===== src/rtl/iq_pkg.sv =====
// iq_pkg: shared types and helpers for the issue queue, dispatch and operand fetch.
//   TAG_W, SQN_W, FU_W : field widths of a renamed uop
//   IQ_PAYLOAD_W       : width of the opaque payload carried through untouched
//   iq_uop_t           : uop as enqueued and as issued
//   sqn_older/younger  : wrap-safe age compares on sequence numbers
package iq_pkg;

    localparam int TAG_W        = 7;
    localparam int SQN_W        = 7;
    localparam int FU_W         = 3;
    localparam int IQ_PAYLOAD_W = 64;

    typedef struct packed {
        logic [IQ_PAYLOAD_W-1:0] payload;
        logic [TAG_W-1:0]        tagA;
        logic                    availA;
        logic [TAG_W-1:0]        tagB;
        logic                    availB;
        logic [SQN_W-1:0]        sqN;
        logic [FU_W-1:0]         fu;
    } iq_uop_t;

    // a older than b: signed (a - b) < 0
    function automatic logic sqn_older(input logic [SQN_W-1:0] a, input logic [SQN_W-1:0] b);
        logic [SQN_W-1:0] d;
        d = a - b;
        return d[SQN_W-1];
    endfunction

    // a younger than b: signed (a - b) > 0
    function automatic logic sqn_younger(input logic [SQN_W-1:0] a, input logic [SQN_W-1:0] b);
        logic [SQN_W-1:0] d;
        d = a - b;
        return !d[SQN_W-1] && (d != '0);
    endfunction

endpackage


===== src/rtl/iq_select.sv =====
// iq_select: combinational oldest-ready picker.
//   req       : per-entry valid-and-ready
//   sqn       : per-entry sequence number
//   gnt_idx   : index of the oldest requesting entry
//   gnt_valid : at least one entry requested
module iq_select
    import iq_pkg::*;
#(
    parameter int SIZE  = 8,
    parameter int IDX_W = $clog2(SIZE)
) (
    input  logic [SIZE-1:0]  req,
    input  logic [SQN_W-1:0] sqn [SIZE],
    output logic [IDX_W-1:0] gnt_idx,
    output logic             gnt_valid
);

    // Heap-ordered tree: leaves at SIZE..2*SIZE-1, root at 1, node 0 unused.
    logic             node_v   [2*SIZE];
    logic [IDX_W-1:0] node_idx [2*SIZE];
    logic [SQN_W-1:0] node_sqn [2*SIZE];

    always_comb begin
        for (int unsigned n = 0; n < 2*SIZE; n++) begin
            node_v[n]   = 1'b0;
            node_idx[n] = '0;
            node_sqn[n] = '0;
        end
        for (int unsigned i = 0; i < SIZE; i++) begin
            node_v[SIZE+i]   = req[i];
            node_idx[SIZE+i] = IDX_W'(i);
            node_sqn[SIZE+i] = sqn[i];
        end
        for (int unsigned n = SIZE-1; n >= 1; n--) begin
            if (node_v[2*n] && (!node_v[2*n+1] || sqn_older(node_sqn[2*n], node_sqn[2*n+1]))) begin
                node_v[n]   = 1'b1;
                node_idx[n] = node_idx[2*n];
                node_sqn[n] = node_sqn[2*n];
            end else begin
                node_v[n]   = node_v[2*n+1];
                node_idx[n] = node_idx[2*n+1];
                node_sqn[n] = node_sqn[2*n+1];
            end
        end
        gnt_idx   = node_idx[1];
        gnt_valid = node_v[1];
    end

endmodule


===== src/rtl/issue_queue.sv =====
// issue_queue: single-lane out-of-order issue queue.
//   clk, rst (sync, active-high)
//   IN_enqValid/IN_enqUop      : enqueue port (lowest free slot)
//   OUT_full                   : registered, occupancy == SIZE
//   IN_wbHasResult/IN_wbTag    : writeback wakeup ports
//   IN_invalidate/_SqN         : flush everything younger than _SqN
//   IN_stall                   : operand fetch cannot accept
//   OUT_valid/OUT_uop          : registered issue slot (avail bits forced to 1)
module issue_queue
    import iq_pkg::*;
#(
    parameter int SIZE      = 8,
    parameter int NUM_WBS   = 4,
    parameter int PAYLOAD_W = 64
) (
    input  logic                     clk,
    input  logic                     rst,
    input  logic                     IN_enqValid,
    input  iq_uop_t                  IN_enqUop,
    output logic                     OUT_full,
    input  logic [NUM_WBS-1:0]       IN_wbHasResult,
    input  logic [NUM_WBS*TAG_W-1:0] IN_wbTag,
    input  logic                     IN_invalidate,
    input  logic [SQN_W-1:0]         IN_invalidateSqN,
    input  logic                     IN_stall,
    output logic                     OUT_valid,
    output iq_uop_t                  OUT_uop
);

    localparam int IDX_W = $clog2(SIZE);
    localparam int CNT_W = IDX_W + 1;

    if (PAYLOAD_W != IQ_PAYLOAD_W) begin : g_payload_w_check
        $error("issue_queue: PAYLOAD_W must match iq_pkg::IQ_PAYLOAD_W");
    end

    iq_uop_t          ent    [SIZE];
    iq_uop_t          ent_wk [SIZE];
    logic [SQN_W-1:0] sqns   [SIZE];
    logic [SIZE-1:0]  vld;
    logic [SIZE-1:0]  req;
    logic [SIZE-1:0]  kill;
    logic [CNT_W-1:0] count;
    logic [CNT_W-1:0] kill_cnt;
    logic [CNT_W-1:0] count_nxt;
    logic [IDX_W-1:0] gnt_idx;
    logic             gnt_valid;
    logic [IDX_W-1:0] free_idx;
    logic             free_found;
    logic             do_issue;
    logic             do_enq;
    iq_uop_t          enq_wk;
    logic             out_valid_nxt;
    iq_uop_t          out_uop_nxt;

    function automatic iq_uop_t wake(input iq_uop_t u, input logic [NUM_WBS-1:0] has,
                                     input logic [NUM_WBS*TAG_W-1:0] tags);
        iq_uop_t r;
        r = u;
        for (int unsigned j = 0; j < NUM_WBS; j++) begin
            if (has[j] && !u.tagA[TAG_W-1] && tags[j*TAG_W +: TAG_W] == u.tagA) r.availA = 1'b1;
            if (has[j] && !u.tagB[TAG_W-1] && tags[j*TAG_W +: TAG_W] == u.tagB) r.availB = 1'b1;
        end
        return r;
    endfunction

    always_comb begin
        req      = '0;
        kill     = '0;
        kill_cnt = '0;
        for (int unsigned i = 0; i < SIZE; i++) begin
            sqns[i]   = ent[i].sqN;
            ent_wk[i] = wake(ent[i], IN_wbHasResult, IN_wbTag);
            // readiness uses stored avail bits; same-cycle writebacks count from the next cycle
            req[i]    = vld[i] && (ent[i].tagA[TAG_W-1] || ent[i].availA)
                               && (ent[i].tagB[TAG_W-1] || ent[i].availB);
            kill[i]   = vld[i] && IN_invalidate && sqn_younger(ent[i].sqN, IN_invalidateSqN);
            kill_cnt  = kill_cnt + CNT_W'(kill[i]);
        end
    end

    iq_select #(.SIZE(SIZE), .IDX_W(IDX_W)) u_select (
        .req       (req),
        .sqn       (sqns),
        .gnt_idx   (gnt_idx),
        .gnt_valid (gnt_valid)
    );

    always_comb begin
        free_idx   = '0;
        free_found = 1'b0;
        for (int unsigned i = 0; i < SIZE; i++) begin
            if (!vld[i] && !free_found) begin
                free_idx   = IDX_W'(i);
                free_found = 1'b1;
            end
        end
        enq_wk    = wake(IN_enqUop, IN_wbHasResult, IN_wbTag);
        do_issue  = !IN_stall && gnt_valid && !kill[gnt_idx];
        do_enq    = IN_enqValid && !OUT_full && free_found
                    && !(IN_invalidate && sqn_younger(IN_enqUop.sqN, IN_invalidateSqN));
        count_nxt = count + CNT_W'(do_enq) - CNT_W'(do_issue) - kill_cnt;

        out_valid_nxt = OUT_valid;
        out_uop_nxt   = OUT_uop;
        if (!IN_stall) begin
            out_valid_nxt = do_issue;
            if (do_issue) begin
                out_uop_nxt        = ent[gnt_idx];
                out_uop_nxt.availA = 1'b1;
                out_uop_nxt.availB = 1'b1;
            end
        end else if (IN_invalidate && OUT_valid && sqn_younger(OUT_uop.sqN, IN_invalidateSqN)) begin
            out_valid_nxt = 1'b0;
        end
    end

    always_ff @(posedge clk) begin
        if (rst) begin
            vld       <= '0;
            count     <= '0;
            OUT_full  <= 1'b0;
            OUT_valid <= 1'b0;
            OUT_uop   <= '0;
        end else begin
            for (int unsigned i = 0; i < SIZE; i++) begin
                ent[i] <= ent_wk[i];
                if (kill[i] || (do_issue && gnt_idx == IDX_W'(i))) vld[i] <= 1'b0;
            end
            if (do_enq) begin
                ent[free_idx] <= enq_wk;
                vld[free_idx] <= 1'b1;
            end
            count     <= count_nxt;
            OUT_full  <= (count_nxt == CNT_W'(SIZE));
            OUT_valid <= out_valid_nxt;
            OUT_uop   <= out_uop_nxt;
        end
    end

endmodule


===== config.mk =====
export PLATFORM = sky130hd
export DESIGN_NAME = issue_queue
export DESIGN_NICKNAME = d
export VERILOG_FILES = /design/src/rtl/iq_pkg.sv /design/src/rtl/iq_select.sv /design/src/rtl/issue_queue.sv
export SDC_FILE = /design/constraint.sdc
export NUM_CORES = 1
export LEC_CHECK = 0
export BUFFER_PORTS_ARGS = -buffer_cell sky130_fd_sc_hd__buf_2
export CORE_UTILIZATION = 40
export CTS_CLUSTER_SIZE = 10
export DETAILED_ROUTE_END_ITERATION = 8
export SLEW_MARGIN = 20
export SYNTH_ARGS = -nofsm -noshare
export SYNTH_HDL_FRONTEND = slang
export SYNTH_SLANG_ARGS = --single-unit

===== constraint.sdc =====
create_clock -name clk -period 19.1 [get_ports clk]
set_input_delay 1.91 -clock clk [delete_from_list [all_inputs] [get_ports clk]]
set_output_delay 1.91 -clock clk [all_outputs]
set_load 0.02 [all_outputs]

* Yosys cells after proc, flatten, opt, wreduce, memory -nomap -nowiden *
Memories as Yosys holds them, arrays and structs flattened. A register that Yosys moved wholly into a read port is not among the register bits.
Index checks and enable logic that the tools add are counted.

word-level totals
  memories kept = 1
  bits in writable memories = 720
  logic and storage cells = 565
  bits in registers = 15
  output and inout port bits = 92

memory list
  memory  depth  width  read ports  clocked after Yosys merged registers in  write ports  RTL line           RTL
  ent     8      90     9           1                                        9            issue_queue.sv:37  iq_uop_t ent [SIZE];

cells by class
  order comparisons = 3
  muxes and demuxes = 134
  bitwise logic cells = 2
  reductions and logical operators = 312
  add/subtract/negate cells = 27
  equal/unequal tests = 81

operator list
  operator            number
  $eq 7x7->1          72
  $logic_and 1x1->1   217
  $sub 7x7->7         17
  $mux 1              116
  $reduce_bool 7->1   10
  $logic_not 1->1     52
  $mux 7              6
  $logic_or 1x1->1    31
  $mux 3              7
  $add 4x1->4         5
  $eq 3x3->1 const B  4
  $lt 3x4->1 const B  2
  $mux 8              1
  $or 8x8->8          1
  $eq 3x2->1 const B  2
  $add 3x1->4         1
  $eq 4x4->1 const B  1
  $mux 2              2
  $sub 4x1->4         1
  $sub 4x4->4         1
  $add 2x1->3         1
  $bmux 1 s3          1
  $demux 1 s3         1
  $eq 3x1->1 const B  1
  other kinds (6)     6

* Depth between registers and ports, before layout *
  depth after elaboration = 27
  mapped depth = 49
  mapped depth without buffers = 46

* Modules after synthesis *
Synthesis repeated with hierarchy kept, for this count alone.

unflattened totals
  cells, all modules = 3,016
  area total of the unflattened synthesis = 42,624.6 um^2

by module, submodules not included
  module       area each (um^2)  times used  cells each
  issue_queue  40,627.7          1           2,736
  iq_select    1,996.9           1           280

* Least setup slack after synthesis *
OpenSTA, ideal clock, no wires.

  path type = input to register
  start = input port IN_invalidateSqN[1]
  end = memory ent[4][10] in the netlist's numbering (data pin)
  stages on the path = 15
  setup time = 0.523 ns
  data arrival time = 10.726 ns
  data required time = 18.577 ns
  setup slack = 7.851 ns
  path through = inv_1 -> ha_1 -> nor2b_1 -> o21ai_0 -> nand2b_1 -> a21oi_1 -> nor2_1 -> nor2_1 -> xnor2_1 -> o311ai_0 -> nand4b_1 -> inv_1 -> nand3_1 -> nor3b_1 -> a21oi_1

RTL lines
  element             RTL line           RTL
  start: declaration  issue_queue.sv:24  input logic [SQN_W-1:0] IN_invalidateSqN,
  end: declaration    issue_queue.sv:37

==> results.toml <==
[floorplanning]
die_width_um = 324.4
fp-row-count = 117
core_um2 = 102300
start_util_pct = 40.62
boundaryPins = 226
die_y_um = 324.4
die_area_um2 = 105200

[timing]
holdWs_ns = 0.4714
worst_slack_ns = 7.879
rsz0062_at_grt = "no"
maxSlewHeadroom_pct = 27.17
slew_violations = 0
clock_skew_ns = 0.04425
fmax_mhz = 89.12
fin_crit_ns = 11.22
tightestPinTransition_ns = 1.093
fin_setup_tns_ns = 0
fin_crit_sh_pct = 58.75
hold_viol = 0
setup_viol = 0

[grt]
grt_pass1_wl_um = 187200
grt_overflow_total = 0
grt_pass1_vias = 28440
grt_max_degree = 175
antenna_found_initial = 14
gr-usage-all-layers_pct = 23.63

[yosys]
synth-edff-count = 720
ys_seq_area_share_pct = 56.98
synth-main-ff-cell = "edfxtp_1"
synth_top_cell_area_share_pct = 52.02
syn_inst = 3387
avgSynthCellArea_um2 = 12.27
ys_ff_latch = 823
yosys_warnings = 0
synth_cell_types = 78
synth_fp_nets = 3641
synth_area_leader_cell = "edfxtp_1"
synth_area_um2 = 41560
synthTopCellsByArea = "edfxtp_1 (52%), mux2_2 (6.7%), xnor2_1 (5.6%), xor2_1 (5.2%), dfxtp_1 (5.0%)"
synthArstFlopShare_pct = 0

[clock_tree]
clkSinkCount = 823
cts_buffers = 94
cts_resized = 0
clockBufferDepth = 3
post_cts.repair.setup_buffers = 0
cts_tree = "yes"
hold_buffers = 0
clk_pin_slew_ns = 0.06
htreeDepth = 3
clock_latency_ns = 0.68
clockRootBuffer = "clkbuf_16"

[place]
portBuffers = 225
dp_hpwl_um = 74770
place_area_um2 = 43610
place_ws_ns = 7.990
globalplace.congestion = 0.9003
dp_cells = 4728

[power]
finalPower_mw = 4.761
vdd_drop_max_mv = 0.06894
powerDensity_nw_per_um2 = 102.7
leakagePower_nw = 15.91

[routing]
wl_um = 127000
met1_length_um = 53250
wire_per_inst_um = 25.93
wl_met2_um = 60700
wl_met3_um = 8901
drt_pass1_iterations = 5
routed.top_layer = "met5"
viasPerCell = 5.766
route.detailed.drc = 0
num_vias = 28240
drt_iter0_markers = 2281
ant_nets = 0

[setup_path]
arrival_ns = 11.78
rr_startpoint = "ent[2][8]"
worst-path-max-fanout = 46
cp_slowest_cell = "a21oi_1"
crit_end = "OUT_full"
crit_start = "ent[2][8]"
end_kind = "flop"
rrSetupSlack_ns = 7.88
cpPeakStageDelay_ns = 0.75
critPathKind = "reg -> reg"
startpoint_type = "flop"
r2r.worst_path.cells = 42
crit_top_cell = "a21oi_1"
required_ns = 19.66
r2r-end = "OUT_full"

[layout]
finalCoreUtilization_pct = 45.32
final_cells = 4898
final_area_um2 = 46370
layout-drive-gt1-share_pct = 18.76
areaGrowthSynthToFinish_pct = 11.56
nets = 3711

[run]
cap_violations = 0

[min_path]
hp-class = "reg -> reg"
hp-start = "OUT_uop[35]"

[status]
outcome = "finished, final reports clean"
-- cell usage after synthesis (5+ instances only) --
| cell type | n |
|---|---|
| nor4b_1 | 5 |
| inv_1 | 76 |
| o221ai_1 | 6 |
| nor2_1 | 48 |
| o211ai_1 | 6 |
| nand2b_1 | 26 |
| ha_1 | 104 |
| or4_1 | 24 |
| a21oi_1 | 124 |
| a21o_1 | 24 |
| buf_2 | 28 |
| buf_4 | 11 |
| o21a_1 | 6 |
| o2bb2ai_1 | 6 |
| nand3_1 | 112 |
| buf_1 | 34 |
| a211o_1 | 6 |
| dfxtp_1 | 103 |
| o21ai_1 | 5 |
| fa_1 | 16 |
| o22ai_1 | 91 |
| o32ai_1 | 87 |
| nand2_1 | 301 |
| clkbuf_1 | 197 |
| o221a_2 | 7 |
| mux2i_1 | 7 |
| and3_1 | 10 |
| a211oi_1 | 9 |
| edfxtp_1 | 720 |
| mux2_2 | 247 |
| nor4_1 | 67 |
| xnor2_1 | 265 |
| o21ai_0 | 133 |
| nand4_1 | 88 |
| nor3_1 | 23 |
| xor2_1 | 247 |
| clkbuf_2 | 19 |
| nor2b_1 | 28 |
-- critical path: cells and delay by family, from the launching register on --
family,cells,cell delay (ns)
AO/OA/AOI/OAI,15,4.11
adder cells (fa/ha/maj),9,3.35
AND/OR/NAND/NOR,11,1.93
XOR/XNOR,5,0.90
flip-flops,1,0.44
multiplexers,1,0.32
buffers and inverters,1,0.06
-- where the power goes --
part	total, mW	switching [mW]	internal, mW
registers	2.09	0.0533	2.04
logic	1.02	0.649	0.372
clock network	1.65	0.717	0.930
total	4.76	1.42	3.34
-- kinds of logic after synthesis --
family          synth area share (%)
flops                          56.98
compound gates                 8.859
buf+inv                        3.600
fa+ha+maj                      3.901
mux                            6.861
xor+xnor                       10.91
simple gates                   8.893
-- worst min path at each step --
stage	endpoint	slack (ns)	cells past startpoint
2_1_floorplan	vld[3]	0.49	2
3_3_place_gp	OUT_uop[32]	0.46	2
5_1_grt	OUT_uop[31]	0.48	2
4_1_cts	OUT_uop[50]	0.47	2
3_5_place_dp	OUT_uop[45]	0.46	2
6_report	OUT_uop[35]	0.47	2
-- placed cells by master (no fill, tap or decap), types with 94 or more instances in the layout --
master     netlist  routed
edfxtp_1       720     720
nand2_1        301     300
xnor2_1        265     265
xor2_1         247     247
mux2_2         247     247
buf_2           28     225
o21ai_0        133     133
a21oi_1        124     124
nand3_1        112     111
ha_1           104     104
dfxtp_1        103     103
clkbuf_16        0      94
-- layer usage --
metal	GRT usage [%]	vias up
li1	-	12660
met2	39.29	1028
met1	30.98	14250
met4	8.047	24
met3	4.189	279
met5	0	-
-- flip-flops by register name, indices dropped and copies added (netlist names) --
| register | cells |
|---|---|
| count | 4 |
| OUT_valid | 1 |
| OUT_uop | 89 |
| ent | 720 |
| OUT_full | 1 |
| vld | 8 |
-- final cells by class --
cell class                 instances  area, um^2
tap                             1368        1712
sequential                       823       23680
antenna                            1       2.502
clock buffer                     158        2613
clock inverter                    10       120.1
timing repair buffer             265        1459
inverter                          77       304.0
multi-input combinational       2196       16480
fill                            9285       55960
Power figures use the tool's default switching activity.
